File: config.mk
export PLATFORM = sky130hd
export DESIGN_NAME = dcache_miss_ctrl
export DESIGN_NICKNAME = d
export VERILOG_FILES = /design/src/rtl/dcache_miss_ctrl.sv
export SDC_FILE = /design/constraint.sdc
export NUM_CORES = 1
export LEC_CHECK = 0
export CAP_MARGIN = 0
export CORE_AREA = 2 2 207 209
export CTS_CLUSTER_DIAMETER = 200
export DETAILED_ROUTE_END_ITERATION = 12
export DIE_AREA = 0 0 209 211
export PLACE_DENSITY = 0.59
export SLEW_MARGIN = 20
export SYNTH_ARGS = -nofsm -noshare
export SYNTH_HDL_FRONTEND = slang
export SYNTH_SLANG_ARGS = --single-unit
File: constraint.sdc
create_clock -name clk -period 3.05 [get_ports clk]
set_input_delay 0.61 -clock clk [delete_from_list [all_inputs] [get_ports clk]]
set_output_delay 0.61 -clock clk [all_outputs]
set_load 0.05 [all_outputs]
File: src/rtl/dcache_miss_ctrl.sv
`default_nettype none
// ============================================================================
// Module   : dcache_miss_ctrl
// Purpose  : Miss handler for the two-way D-cache. On a miss it optionally
//            drains the dirty victim line to memory, fetches the new line,
//            and writes it into the data array. The pipeline is stalled for
//            the whole sequence.
// Ports    : clk/rst            - clock, synchronous active-high reset
//            miss_req/miss_addr - miss request and address (sampled in IDLE)
//            victim_*           - way, dirty flag and tag of the LRU victim
//            stall_req          - pipeline stall
//            write_back/refresh - data-array read of victim / write of new line
//            refill_way/_index  - way and set being replaced
//            cacheline_old/new  - victim data in, fetched line out
//            wr_*               - write-back bus request/response
//            rd_*               - refill bus request/response
//            done               - one-cycle completion pulse to the tag stage
// Revision : 1.0 - initial release
// ============================================================================
module dcache_miss_ctrl #(
  parameter int LINE_W = 64,
  parameter int TAG_W  = 55,
  parameter int IDX_W  = 6
) (
  input  logic              clk,
  input  logic              rst,
  input  logic              miss_req,
  input  logic [63:0]       miss_addr,
  input  logic              victim_way,
  input  logic              victim_dirty,
  input  logic [TAG_W-1:0]  victim_tag,
  output logic              stall_req,
  output logic              write_back,
  output logic              refresh,
  output logic              refill_way,
  output logic [IDX_W-1:0]  refill_index,
  input  logic [LINE_W-1:0] cacheline_old,
  output logic [LINE_W-1:0] cacheline_new,
  output logic              wr_req,
  output logic [63:0]       wr_addr,
  output logic [LINE_W-1:0] wr_data,
  input  logic              wr_ready,
  input  logic              wr_done,
  output logic              rd_req,
  output logic [63:0]       rd_addr,
  input  logic              rd_ready,
  input  logic              rd_valid,
  input  logic [LINE_W-1:0] rd_data,
  output logic              done
);

  localparam logic [3:0] S_IDLE    = 4'd0;
  localparam logic [3:0] S_WB_RD   = 4'd1;
  localparam logic [3:0] S_WB_CAP  = 4'd2;
  localparam logic [3:0] S_WB_REQ  = 4'd3;
  localparam logic [3:0] S_WB_WAIT = 4'd4;
  localparam logic [3:0] S_RD_REQ  = 4'd5;
  localparam logic [3:0] S_RD_WAIT = 4'd6;
  localparam logic [3:0] S_REFILL  = 4'd7;
  localparam logic [3:0] S_DONE    = 4'd8;

  logic [3:0]        r_state;
  logic [3:0]        w_next;
  logic [63:3]       r_line_addr;   // line-aligned miss address
  logic              r_way;
  logic [TAG_W-1:0]  r_tag;
  logic [LINE_W-1:0] r_wr_data;
  logic [LINE_W-1:0] r_line_new;
  logic              w_accept;

  // Byte offset within the line is irrelevant to a whole-line refill.
  logic w_unused_addr_lsb;
  assign w_unused_addr_lsb = &{1'b0, miss_addr[2:0]};

  assign w_accept = (r_state == S_IDLE) && miss_req;

  always_comb begin
    w_next = r_state;
    case (r_state)
      S_IDLE:    if (miss_req) w_next = victim_dirty ? S_WB_RD : S_RD_REQ;
      S_WB_RD:   w_next = S_WB_CAP;
      S_WB_CAP:  w_next = S_WB_REQ;
      S_WB_REQ:  if (wr_ready) w_next = S_WB_WAIT;
      // Read is only issued once the write-back is acknowledged, so a refill
      // of the same line can never overtake the victim data.
      S_WB_WAIT: if (wr_done) w_next = S_RD_REQ;
      S_RD_REQ:  if (rd_ready) w_next = S_RD_WAIT;
      S_RD_WAIT: if (rd_valid) w_next = S_REFILL;
      S_REFILL:  w_next = S_DONE;
      S_DONE:    w_next = S_IDLE;
      default:   w_next = S_IDLE;
    endcase
  end

  always_ff @(posedge clk) begin
    if (rst) begin
      r_state     <= S_IDLE;
      r_line_addr <= '0;
      r_way       <= 1'b0;
      r_tag       <= '0;
      r_wr_data   <= '0;
      r_line_new  <= '0;
    end else begin
      r_state <= w_next;
      if (w_accept) begin
        r_line_addr <= miss_addr[63:3];
        r_way       <= victim_way;
        r_tag       <= victim_tag;
      end
      // Array read data arrives one cycle after write_back.
      if (r_state == S_WB_CAP) r_wr_data <= cacheline_old;
      if ((r_state == S_RD_WAIT) && rd_valid) r_line_new <= rd_data;
    end
  end

  // Only stall_req sees an input combinationally, so the pipeline freezes
  // in the same cycle the miss is detected.
  assign stall_req     = (r_state == S_IDLE) ? miss_req : 1'b1;
  assign write_back    = (r_state == S_WB_RD);
  assign refresh       = (r_state == S_REFILL);
  assign wr_req        = (r_state == S_WB_REQ);
  assign rd_req        = (r_state == S_RD_REQ);
  assign done          = (r_state == S_DONE);
  assign refill_way    = r_way;
  assign refill_index  = r_line_addr[IDX_W+2:3];
  assign wr_addr       = {r_tag, r_line_addr[IDX_W+2:3], 3'b000};
  assign rd_addr       = {r_line_addr, 3'b000};
  assign wr_data       = r_wr_data;
  assign cacheline_new = r_line_new;

endmodule
`default_nettype wire

# Yosys cells after proc, flatten, opt, wreduce, memory -nomap -nowiden
# Cells that the tools add are included.
[totals]
reg_bits = 249
in_bits = 256
output_inout_bits = 269
wordCells = 31
[classes]
n_eq_ne = 13
muxes = 8
reduce_logical = 4
[op_table]
columns = ["cell", "count"]
rows = [
  ["$pmux W4 S8", 1],
  ["$mux W4", 5],
  ["$eq A4 B3 Y1 const B", 4],
  ["$eq A4 B2 Y1 const B", 2],
  ["$ne A2 B2 Y1 const B", 3],
  ["$reduce_and A5 Y1", 1],
  ["$eq A4 B1 Y1 const B", 1],
  ["$eq A4 B4 Y1 const B", 1],
  ["$logic_not A4 Y1", 1],
  ["$ne A2 B1 Y1 const B", 2],
  ["$mux W3", 1],
  ["$logic_and A1 B1 Y1", 2],
  ["$mux W1", 1],
]

# Logic depth before layout (Yosys ltp)
[depth]
word_depth = 3
depth_mapped = 8
mapped_depth_nobuf = 4

# Worst setup path after synthesis
# OpenSTA, ideal clock, no wires.
[synth_path]
path_kind = "reg2out"
from = "reg r_state[0]"
to = "out done"
arrival_ns = 2.193
t_required_ns = 2.440
slack_ns = 0.247
stages_incl_launch_ff = 3
path_buffers = 1
cell_sequence = "dfxtp_1 -> buf_2 -> nor4b_1"
[synth_between]
elab_chain_cells = 1
[synth_lines]
columns = ["element", "line", "rtl"]
rows = [
  ["start: declaration", "62", "logic [3:0] r_state;"],
  ["start signal: assignment", "104", "r_state <= w_next;"],
  ["$eq A4 B4 Y1", "123", "assign done = (r_state == S_DONE);"],
  ["end: declaration", "49", "output logic done"],
]
# No other way between the ends.

# Worst setup path in the final report
[layout_path]
from = "reg r_state[3]"
to = "out write_back"
[layout_between]
elab_chain_cells = 1
[layout_lines]
columns = ["element", "line", "rtl"]
rows = [
  ["$eq A4 B1 Y1", "119", "assign write_back = (r_state == S_WB_RD);"],
  ["end: declaration", "33", "output logic write_back,"],
]
# No other way between the ends.

==> results by group <==
Routing
  • Via density: 4.162
  • Vias: 8966
  • Drt wl/cell: 15.25 um
  • Routed WL: 32850 um
  • Remaining DRCs: 0
  • Drt first pass iters: 4
  • Antenna Nets Post-Route: 0
  • Initial DRC Count: 376

Yosys
  • Synthesized cell area: 8828 um2
  • Yosys reg bits: 249
  • Mapped Cells: 1123
  • Synth warn: 0
  • Sequential area share after synthesis: 56.46%
  • Syn avg cell area: 7.862 um2
  • Library cells used by synthesis: 31

Setup path
  • CP max stage cell: clkdlybuf4s50_1
  • Worst stage delay on the critical path: 0.83 ns
  • R2r startpoint: r_state[2]
  • Family with the most delay on the worst path: buffers and inverters
  • R2R Setup Slk: 0.97 ns
  • Critical path cell sequence: or2_2 -> nor2_1 -> clkdlybuf4s50_1
  • CP Launch Type: flip-flop
  • R2R depth: 5
  • Critical-path maximum fanout: 10
  • Total stage count of the critical path: 3
  • CP Capture Type: output port
  • Arrival time at the worst endpoint: 2.24 ns
  • R2r endpoint: cacheline_new[2]
  • Buf+Inv Stages, Crit Path: 1
  • Critical Path RT: 2.44 ns
  • Crit path kind: flip-flop to output port

Global routing
  • First-pass GRT wire length: 48850 um
  • Overflow after GRT: 0
  • All-Layer GR Usage: 13.90%
  • Largest net degree at the start of global routing: 76
  • Initial antenna violation count: 1
  • Vias in the first global route: 8550

Placed design
  • Pre-CTS setup slack: 0.6453 ns
  • Port Buffer Count: 515
  • Final GP Congestion: 0.8163
  • Dpl hpwl: 23650 um

Final layout
  • N_diodes: 0
  • Commonest non-fill, non-tap cell in the layout: clkdlybuf4s50_1
  • Nets@finish: 1848
  • Most frequent cells in the layout: clkdlybuf4s50_1 (510), nand2_1 (492), dfxtp_1 (249)
  • Share of cells above drive strength 1: 4.892%
  • Layout area overhead: 74.32%

Hold path
  • Min-delay worst type: flip-flop to flip-flop
  • Hold depth: 2
  • WHS Endpoint: r_line_addr[29]
  • Min-Delay Startpoint: r_line_addr[29]

STA
  • Pins over their slew limit: 0
  • Relative slew slack: 54.27%
  • Fmax: 350.7 MHz
  • Final setup margin: 0.1987 ns
  • Setup Viol. Count Final: 0
  • Worst slew pin tran: 0.6860 ns
  • RSZ-0062 raised after global routing: no
  • Period minus WS final: 2.851 ns
  • Fin crit share: 93.49%
  • Skew final: 0.01149 ns
  • Final Hold Violating Endpoints: 0
  • Setup TNS: 0 ns

Clock tree
  • Total CTS buffers: 30
  • CTS sink cnt: 249
  • Skew-Pair Late Insertion Delay: 0.56 ns
  • Postcts setup bufs: 0
  • Clock slew at reported path FFs: 0.06 ns
  • Clk buf depth: 3
  • # hold bufs at CTS: 0
  • H-tree Lvls: 1
  • TritonCTS clock tree: yes
  • Clk root buf: clkbuf_16

Power and ir drop
  • Final Total Pwr: 12.54 mW
  • Power Dens Cells: 814.9 nW/um2
  • Leak: 5.351 nW
  • Worst IR Drop VDD: 0.0004337 V

Floorplan
  • Die H: 211 um
  • # IOs: 525
  • Full die area: 44100 um2
  • Die Width: 209 um
  • Site row count: 75
  • Core Region: 41760 um2
  • Initial core utilization: 21.14%

Outcome
  • Status: finished, final reports clean

Job
  • Number of max-cap violations: 0
through the flow:
| stage | util [%] | area (um2) | std cells | hold WS (ns) |
|---|---|---|---|---|
| 4_1_cts | 36.85 | 15390 | 2154 | 0.4540 |
| 3_3_place_gp | 34.44 | 14380 | 2099 | 0.4408 |
| 6_report | 36.85 | 15390 | 2154 | 0.4512 |
| 3_5_place_dp | 34.44 | 14380 | 2099 | 0.4456 |
| 5_1_grt | 36.85 | 15390 | 2154 | 0.4630 |
| 2_1_floorplan | - | 8847 | 1128 | 0.5857 |
worst register-to-register path, delay by kind of cell (launching register included):
family | cells | cell delay (ns)
AOI/OAI and AO/OA | 1 | 0.13
buffers and inverters | 1 | 0.38
DFF | 1 | 0.59
and+or+nand+nor | 3 | 0.92
area by class of cell:
class	instances	area (um2)
Sequential cell	249	4985
Fill cell	4308	26370
Multi-Input combinational cell	778	3362
Tap cell	539	674.4
Clock inverter	9	105.1
Clock buffer	46	902.1
Timing Repair Buffer	533	5361
where the power goes:
group          leakage, nW  internal [mW]  switching (mW)
clock network        0.495           2.20            1.40
registers             2.02           3.74           0.267
logic                 2.83           1.65            3.28
total                 5.35           7.59            4.95
kinds of logic after synthesis:
logic type | share of synthesized area, %
DFF | 56.46
buffers and inverters | 5.867
and+or+nand+nor | 22.90
muxes | 0.1275
other | 0.04248
AOI/OAI and AO/OA | 14.40
xor gates and xnor gates | 0.1984
flip-flops by register name, summed over array words and instances (netlist names):
name	flops
r_line_addr	61
wr_data	64
refill_way	1
r_state	4
cacheline_new	64
r_tag	55
how the worst max path moves through the flow:
stage	start	to
2_1_floorplan	r_state[0]	done
3_3_place_gp	rd_valid	cacheline_new[54]
3_5_place_dp	rd_valid	cacheline_new[46]
4_1_cts	r_state[2]	rd_req
5_1_grt	r_state[3]	wr_req
6_report	r_state[3]	write_back
routing by layer:
| layer | vias up | part of all wire (%) | routed length (um) | global-route usage, % |
|---|---|---|---|---|
| li1 | 4516 | - | - | - |
| met4 | 0 | 2.8 | 917 | 4.951 |
| met1 | 4095 | 42 | 13640 | 16.55 |
| met2 | 295 | 49 | 16210 | 24.49 |
| met3 | 60 | 6.3 | 2080 | 3.182 |
| met5 | - | 0 | 0 | 0 |
cells in the mapped netlist:
| cell | n | area [um2] |
|---|---|---|
| or4_1 | 2 | 15.01 |
| and3_1 | 1 | 6.260 |
| or3b_2 | 1 | 8.760 |
| a211oi_1 | 1 | 7.510 |
| xor2_1 | 1 | 8.760 |
| nor3_4 | 1 | 16.27 |
| nand3b_1 | 1 | 7.510 |
| nor4_4 | 1 | 21.27 |
| nand3_1 | 1 | 5.000 |
| buf_2 | 30 | 150.1 |
| or3_1 | 3 | 18.77 |
| o32ai_1 | 1 | 8.760 |
| o21ai_1 | 1 | 5.000 |
| a21oi_1 | 247 | 1236 |
| buf_4 | 23 | 172.7 |
| nor2_1 | 4 | 15.01 |
| nor2b_1 | 2 | 12.51 |
| a2111oi_0 | 1 | 8.760 |
| conb_1 | 1 | 3.750 |
| nor4b_1 | 1 | 8.760 |
| and2_1 | 1 | 6.260 |
| or2_2 | 1 | 6.260 |
| mux2_2 | 1 | 11.26 |
| dfxtp_1 | 249 | 4985 |
| xnor2_1 | 1 | 8.760 |
| nor3_1 | 1 | 5.000 |
| buf_6 | 2 | 22.52 |
| clkbuf_1 | 46 | 172.7 |
| nand2b_1 | 3 | 18.77 |
| o21ai_0 | 1 | 5.000 |
| nand2_1 | 493 | 1851 |
timing repair:
item | CTS | global route
hold endpoints to repair | 0 | 0
setup endpoints to repair | 0 | 1
resized for setup | 0 | 1
No activity file was read; power rests on OpenSTA's default activity.
